==> config.mk <==
export PLATFORM = sky130hd
export DESIGN_NAME = rib_xbar
export DESIGN_NICKNAME = d
export VERILOG_FILES = /design/src/rtl/rib_pkg.sv /design/src/rtl/rib_rr_arb.sv /design/src/rtl/rib_xbar.sv
export SDC_FILE = /design/constraint.sdc
export NUM_CORES = 1
export LEC_CHECK = 0
export ABC_AREA = 1
export CAP_MARGIN = 20
export CORE_AREA = 2 2 355 357
export CTS_CLUSTER_SIZE = 30
export DETAILED_ROUTE_END_ITERATION = 10
export DIE_AREA = 0 0 357 359
export SYNTH_ARGS = -nofsm -noshare
export SYNTH_HDL_FRONTEND = slang
export SYNTH_SLANG_ARGS = --single-unit
==> constraint.sdc <==
create_clock -name clk -period 6.6 [get_ports clk]
set_input_delay 1.98 -clock clk [delete_from_list [all_inputs] [get_ports clk]]
set_output_delay 1.98 -clock clk [all_outputs]
set_load 0.005 [all_outputs]
==> src/rtl/rib_pkg.sv <==
// Shared constants for the RIB interconnect.
//   RIB_ADDR_W / RIB_DATA_W : bus address and data widths
//   RIB_SIDX_MSB/LSB        : address bits that select the slave
//   RIB_ERR_CNT_W           : width of the saturating error counter
package rib_pkg;

    localparam int unsigned RIB_ADDR_W    = 32;
    localparam int unsigned RIB_DATA_W    = 32;
    localparam int unsigned RIB_SIDX_MSB  = 31;
    localparam int unsigned RIB_SIDX_LSB  = 28;
    localparam int unsigned RIB_ERR_CNT_W = 8;

    localparam int unsigned RIB_SIDX_W = RIB_SIDX_MSB - RIB_SIDX_LSB + 1;

    localparam logic [RIB_ERR_CNT_W-1:0] RIB_ERR_CNT_MAX = '1;

endpackage

==> src/rtl/rib_rr_arb.sv <==
// N-way round-robin arbiter with a priority class.
// If any requester is in mask, only masked requesters compete. Within the
// competing set the first requester at index >= ptr wins, wrapping modulo N.
// Ports:
//   req       in  N     : request vector
//   mask      in  N     : high-priority class
//   ptr       in  IDX_W : round-robin start index (0..N-1)
//   gnt       out N     : one-hot grant (all zero when nothing requests)
//   gnt_idx   out IDX_W : encoded grant index
//   gnt_valid out 1     : a grant was issued
module rib_rr_arb #(
    parameter  int unsigned N     = 6,
    localparam int unsigned IDX_W = $clog2(N)
) (
    input  logic [N-1:0]     req,
    input  logic [N-1:0]     mask,
    input  logic [IDX_W-1:0] ptr,
    output logic [N-1:0]     gnt,
    output logic [IDX_W-1:0] gnt_idx,
    output logic             gnt_valid
);

    logic [N-1:0]     cand;
    logic [IDX_W-1:0] pos;
    int unsigned      k;

    always_comb begin
        cand      = (|(req & mask)) ? (req & mask) : req;
        gnt       = '0;
        gnt_idx   = '0;
        gnt_valid = 1'b0;
        k         = 0;
        pos       = '0;
        for (int unsigned i = 0; i < N; i++) begin
            // ptr < N, so one subtraction is enough to wrap
            k = 32'(ptr) + i;
            if (k >= N) begin
                k = k - N;
            end
            pos = IDX_W'(k);
            if (!gnt_valid && cand[pos]) begin
                gnt[pos]  = 1'b1;
                gnt_idx   = pos;
                gnt_valid = 1'b1;
            end
        end
    end

endmodule

==> src/rtl/rib_xbar.sv <==
// RIB crossbar: N masters arbitrated onto one single-cycle bus, M slaves
// decoded by addr[31:28], sticky error record for unmapped/denied accesses.
// Optional feature macro: RIB_ACL_EN enables the per-slave master access list.
// Ports:
//   clk, rst (async, active-low)
//   m_addr_i/m_data_i/m_we_i/m_req_i : per-master request
//   m_data_o                          : read data, broadcast to all masters
//   m_hold_o, hold_flag_o             : requesting but not granted / OR of it
//   s_addr_o/s_data_o/s_we_o          : slave-side address, wdata, one-hot strobe
//   s_data_i                          : per-slave read data
//   err_clr_i, err_valid_o, err_master_o, err_addr_o, err_cnt_o : error record
module rib_xbar
    import rib_pkg::*;
#(
    parameter int unsigned                        NUM_MASTERS = 6,
    parameter int unsigned                        NUM_SLAVES  = 6,
    parameter logic [NUM_MASTERS-1:0]             PRIO_MASK   = NUM_MASTERS'(6'b100100),
    parameter logic [NUM_SLAVES*NUM_MASTERS-1:0]  SLAVE_ACL   = '1
) (
    input  logic                              clk,
    input  logic                              rst,
    input  logic [NUM_MASTERS*RIB_ADDR_W-1:0] m_addr_i,
    input  logic [NUM_MASTERS*RIB_DATA_W-1:0] m_data_i,
    input  logic [NUM_MASTERS-1:0]            m_we_i,
    input  logic [NUM_MASTERS-1:0]            m_req_i,
    output logic [NUM_MASTERS*RIB_DATA_W-1:0] m_data_o,
    output logic [NUM_MASTERS-1:0]            m_hold_o,
    output logic                              hold_flag_o,
    output logic [RIB_ADDR_W-1:0]             s_addr_o,
    output logic [RIB_DATA_W-1:0]             s_data_o,
    output logic [NUM_SLAVES-1:0]             s_we_o,
    input  logic [NUM_SLAVES*RIB_DATA_W-1:0]  s_data_i,
    input  logic                              err_clr_i,
    output logic                              err_valid_o,
    output logic [3:0]                        err_master_o,
    output logic [RIB_ADDR_W-1:0]             err_addr_o,
    output logic [RIB_ERR_CNT_W-1:0]          err_cnt_o
);

    localparam int unsigned IDX_W = $clog2(NUM_MASTERS);

    logic [NUM_MASTERS-1:0] gnt;
    logic [IDX_W-1:0]       gnt_idx;
    logic                   gnt_valid;
    logic [IDX_W-1:0]       rr_ptr_q, rr_ptr_d;

    logic [RIB_ADDR_W-1:0]  g_addr;
    logic [RIB_DATA_W-1:0]  g_data;
    logic                   g_we;
    logic [RIB_SIDX_W-1:0]  sidx;
    logic                   mapped;
    logic                   acl_bit;
    logic                   acl_ok;
    logic                   access_ok;
    logic                   err_hit;
    logic [RIB_DATA_W-1:0]  rd_data;
    logic [RIB_DATA_W-1:0]  bus_rdata;

    rib_rr_arb #(
        .N (NUM_MASTERS)
    ) u_arb (
        .req       (m_req_i),
        .mask      (PRIO_MASK),
        .ptr       (rr_ptr_q),
        .gnt       (gnt),
        .gnt_idx   (gnt_idx),
        .gnt_valid (gnt_valid)
    );

    always_comb begin
        rr_ptr_d = rr_ptr_q;
        if (gnt_valid) begin
            rr_ptr_d = (32'(gnt_idx) == NUM_MASTERS - 1) ? '0 : gnt_idx + 1'b1;
        end
    end

    // Granted-master mux; everything stays zero when nothing is granted.
    always_comb begin
        g_addr = '0;
        g_data = '0;
        g_we   = 1'b0;
        for (int unsigned m = 0; m < NUM_MASTERS; m++) begin
            if (gnt[m]) begin
                g_addr = m_addr_i[m*RIB_ADDR_W +: RIB_ADDR_W];
                g_data = m_data_i[m*RIB_DATA_W +: RIB_DATA_W];
                g_we   = m_we_i[m];
            end
        end
    end

    always_comb begin
        sidx    = g_addr[RIB_SIDX_MSB:RIB_SIDX_LSB];
        mapped  = 32'(sidx) < NUM_SLAVES;
        rd_data = '0;
        acl_bit = 1'b0;
        for (int unsigned s = 0; s < NUM_SLAVES; s++) begin
            if (sidx == RIB_SIDX_W'(s)) begin
                rd_data = s_data_i[s*RIB_DATA_W +: RIB_DATA_W];
                for (int unsigned m = 0; m < NUM_MASTERS; m++) begin
                    if (gnt[m]) begin
                        acl_bit = SLAVE_ACL[s*NUM_MASTERS+m];
                    end
                end
            end
        end
`ifdef RIB_ACL_EN
        acl_ok = acl_bit;
`else
        // Access list ignored in this build: every mapped access is allowed.
        acl_ok = acl_bit | 1'b1;
`endif
        access_ok = gnt_valid & mapped & acl_ok;
        err_hit   = gnt_valid & ~(mapped & acl_ok);
    end

    always_comb begin
        s_we_o = '0;
        for (int unsigned s = 0; s < NUM_SLAVES; s++) begin
            s_we_o[s] = access_ok & g_we & (sidx == RIB_SIDX_W'(s));
        end
        s_addr_o    = {4'h0, g_addr[RIB_SIDX_LSB-1:0]};
        s_data_o    = g_data;
        bus_rdata   = (access_ok & ~g_we) ? rd_data : '0;
        m_data_o    = {NUM_MASTERS{bus_rdata}};
        m_hold_o    = m_req_i & ~gnt;
        hold_flag_o = |m_hold_o;
    end

    always_ff @(posedge clk or negedge rst) begin
        if (!rst) begin
            rr_ptr_q     <= '0;
            err_valid_o  <= 1'b0;
            err_master_o <= '0;
            err_addr_o   <= '0;
            err_cnt_o    <= '0;
        end else begin
            rr_ptr_q <= rr_ptr_d;
            if (err_clr_i) begin
                // A coincident error wins over the clear and starts a new record.
                err_valid_o  <= err_hit;
                err_master_o <= err_hit ? 4'(gnt_idx) : 4'h0;
                err_addr_o   <= err_hit ? g_addr : '0;
                err_cnt_o    <= err_hit ? RIB_ERR_CNT_W'(1) : '0;
            end else if (err_hit) begin
                if (!err_valid_o) begin
                    err_valid_o  <= 1'b1;
                    err_master_o <= 4'(gnt_idx);
                    err_addr_o   <= g_addr;
                end
                if (err_cnt_o != RIB_ERR_CNT_MAX) begin
                    err_cnt_o <= err_cnt_o + 1'b1;
                end
            end
        end
    end

endmodule

==> metrics.md <==
| Metric | Value |
|---|---|
| Status | `complete, but fails checks` |
| Failing checks | `setup timing` |
| I/O pins | `905` |
| Critical Path Most Common Cell | `buf_6` |
| Yosys top cell by area | `nand2_1` |
| Warnings, synthesis | `0` |
| Die W | `357 um` |
| Multiplexer share of the synthesized area | `0` |
| Syn Inst Count | `1615` |
| Endpoints failing setup | `262` |
| Via count | `16398` |
| CP peak stage delay | `0.20 ns` |
| Largest family of logic cells by synthesized area | `simple AND/OR/NAND/NOR gates` |
| Fraction of the mapped netlist area in adder cells | `0.0119` |
| Total CTS buffers | `5` |
| Seq cells post-synth | `47` |
| Core Area | `125000 um2` |
| DP HPWL | `72300 um` |
| Crit. End Element | `output pin` |
| Worst hold path type | `reg -> reg` |
| Synth unique cells | `48` |
| Setup CP Type | `in -> out` |
| Hold Vio Cnt, Final | `0` |
| Clk pin slew, worst setup/hold paths | `0.08 ns` |
| H-Tree Depth | `2` |
| Vias per cell | `3.73` |
| Clock buffer depth | `2` |
| Worst-Margin Slew | `0.841 ns` |
| Sink Count | `47` |
| Startpoint types | `input port` |
| Buffers on Ports | `899` |
| Die height | `359 um` |
| GRT Util Overall | `0.134` |
| Compound-cell area share of the yosys netlist | `0.296` |
| Grt ovf | `0` |
| XOR/XNOR Fraction of Synth Area | `0.00742` |
| Sequential cell area fraction in the yosys report | `0.125` |
| Fin crit period | `7.51 ns` |
| DRC | `0` |
| Latest clock arrival within the worst-skew pair | `0.36 ns` |
| Synth Flop Type | `dfrtp_1` |
| Initial Util | `0.0758` |
| RSZ-0062 raised after global routing | `yes` |
| Worst relative slew slack | `0.439` |
| Routed Antenna Nets | `0` |
| Maximum number of pins on one net before global-route repair | `68` |
| 1st-pass router iterations | `5` |
| Post-layout nets | `3340` |
| Initial antenna violation count | `21` |
| Ranking of synthesized cells by area | `nand2_1 19%, buf_4 14%, dfrtp_1 12%` |
| Worst Path Max Fanout | `8` |
| Routed wire length | `99300 um` |
| Max Clock Freq | `133 MHz` |
| CP max-delay cell | `nor2_4` |
| Avg WL per Cell | `22.6 um` |
| Rows | `130` |
| Simple-gate share of the synthesized area | `0.339` |
| Worst setup margin | `-0.908 ns` |
| Post-synth EDFFs | `0` |
| Number of global-route vias before repair | `15549` |
| CTS Root Cell | `clkbuf_16` |
| Commonest cells after routing, fill and taps aside | `632 x clkdlybuf4s50_1, 408 x nand2_1, 295 x buf_6` |
| Die footprint | `128000 um2` |
| RePlAce Congestion | `0.911` |
| Fraction of registers with async set/reset | `1.00` |
| Area share of the largest cell type after synthesis | `0.188` |
| Crit path DAT | `5.53 ns` |
| Max cap viols | `0` |
| Layout cells sized above 1 | `0.435` |
| Tcrit/Tclk final | `1.14` |
| Commonest non-fill, non-tap cell in the layout | `clkdlybuf4s50_1` |
| Slew Viols, Final | `0` |
| Worst Path Required | `4.62 ns` |
| Avg Cell Area, Syn | `5.85 um2` |
| Setup TNS | `-184.94 ns` |
| Mapped Area | `9440 um2` |
| CTS tree | `built` |
| Starting DRT DRC Count | `1309` |
| Area grow syn2layout | `184%` |
| First-pass GRT wire length | `120000 um` |
| Skew final | `0.0253 ns` |
-- area by class of cell --
type                       count  area, um2
antenna                        6       15.0
clock buffer                   5        125
clock inverter                 3       27.5
fill                       13696      97800
inverter                      70        289
multi-input combinational   1227       8370
sequential                    47       1180
tap                         1650       2060
timing repair buffer        1389      14800
-- cells in the mapped netlist (2+ instances only) --
| cell type | n |
|---|---|
| nor2_8 | 2 |
| ha_1 | 9 |
| nor2_2 | 4 |
| buf_4 | 173 |
| nand2_4 | 6 |
| buf_2 | 37 |
| dfrtp_1 | 47 |
| o22ai_1 | 4 |
| nor2_4 | 7 |
| nor3_1 | 7 |
| xnor2_1 | 2 |
| nand2_1 | 474 |
| nand2_2 | 17 |
| buf_1 | 14 |
| o21ai_0 | 114 |
| o21ai_2 | 6 |
| buf_6 | 10 |
| clkbuf_1 | 40 |
| inv_1 | 57 |
| o31ai_1 | 3 |
| nor2_1 | 48 |
| a22oi_1 | 30 |
| nand3_4 | 2 |
| nand3_1 | 140 |
| xor2_1 | 6 |
| o221ai_1 | 3 |
| o211ai_1 | 63 |
| a21oi_1 | 164 |
| nand4_1 | 6 |
| inv_2 | 12 |
| o21ai_1 | 61 |
| a22o_1 | 3 |
| a21oi_2 | 22 |
| nand3_2 | 4 |
| nand3b_1 | 2 |
| o21bai_1 | 4 |
-- through the flow --
stage                     hold slack (ns)  worst slack [ns]  std cells   util  instance area, um2
after global routing                0.502             -1.08       4392  0.215               26800
after CTS                           0.487            -0.886       4287  0.195               24300
after global placement              0.462             -2.16       4123  0.168               20900
final                               0.481            -0.908       4397  0.215               26800
after floorplan                     0.472           -0.0363       1619      -                9570
after detailed placement            0.465             -2.16       4123  0.168               20900
-- flip-flops by register name (all words and copies together) (netlist names) --
name and cells:
err_valid_o 1, err_cnt_o 8, rr_ptr_q 3, err_master_o 3
err_addr_o 32
-- worst paths after layout --
kind	startpoint	to	slack [ns]	cells after the start
max	m_req_i[5]	m_data_o[91]	-0.91	31
max reg2reg	rr_ptr_q[0]$_DFFE_PN0P_	err_addr_o[3]$_DFFE_PN0P_	2.19	36
min in group asynchronous	rst	err_addr_o[0]$_DFFE_PN0P_	1.70	1
min reg2reg	err_addr_o[12]$_DFFE_PN0P_	err_addr_o[12]$_DFFE_PN0P_	0.48	2
min	err_addr_o[12]$_DFFE_PN0P_	err_addr_o[12]$_DFFE_PN0P_	0.48	2
max in group asynchronous	rst	err_addr_o[31]$_DFFE_PN0P_	4.31	1
-- what timing repair did --
| action | in CTS | in global routing |
|---|---|---|
| endpoints found under the setup margin | 265 | 265 |
| gates resized for setup | 1371 | 533 |
| hold buffers | 0 | 0 |
| gates cloned | 7 | 21 |
| pin swaps | 136 | 165 |
| buffers inserted | 150 | 102 |
-- worst max-delay path, delay by kind of cell --
family          cells  cell delay (ns)
simple gates       13             1.41
compound gates      4             0.35
buf+inv            14             1.77
-- routing by layer --
layer | track usage | routed length, um | vias up
met5 | 0 | 121 | -
met4 | 0.0386 | 2340 | 18
met3 | 0.0397 | 8770 | 110
met2 | 0.203 | 42400 | 884
met1 | 0.182 | 45600 | 7814
li1 | - | - | 7572
-- cells by family (layout without fill, tap and decap cells) --
group	after synthesis	after routing
AND/OR/NAND/NOR	725	726
flip-flops	47	47
AO/OA/AOI/OAI	479	479
buffers and inverters	346	1467
XOR/XNOR	8	8
other	1	11
adder cells (fa/ha/maj)	9	9
Power is not shown: default switching activity piles up to over one toggle a cycle in this logic, so the estimate is an artifact.
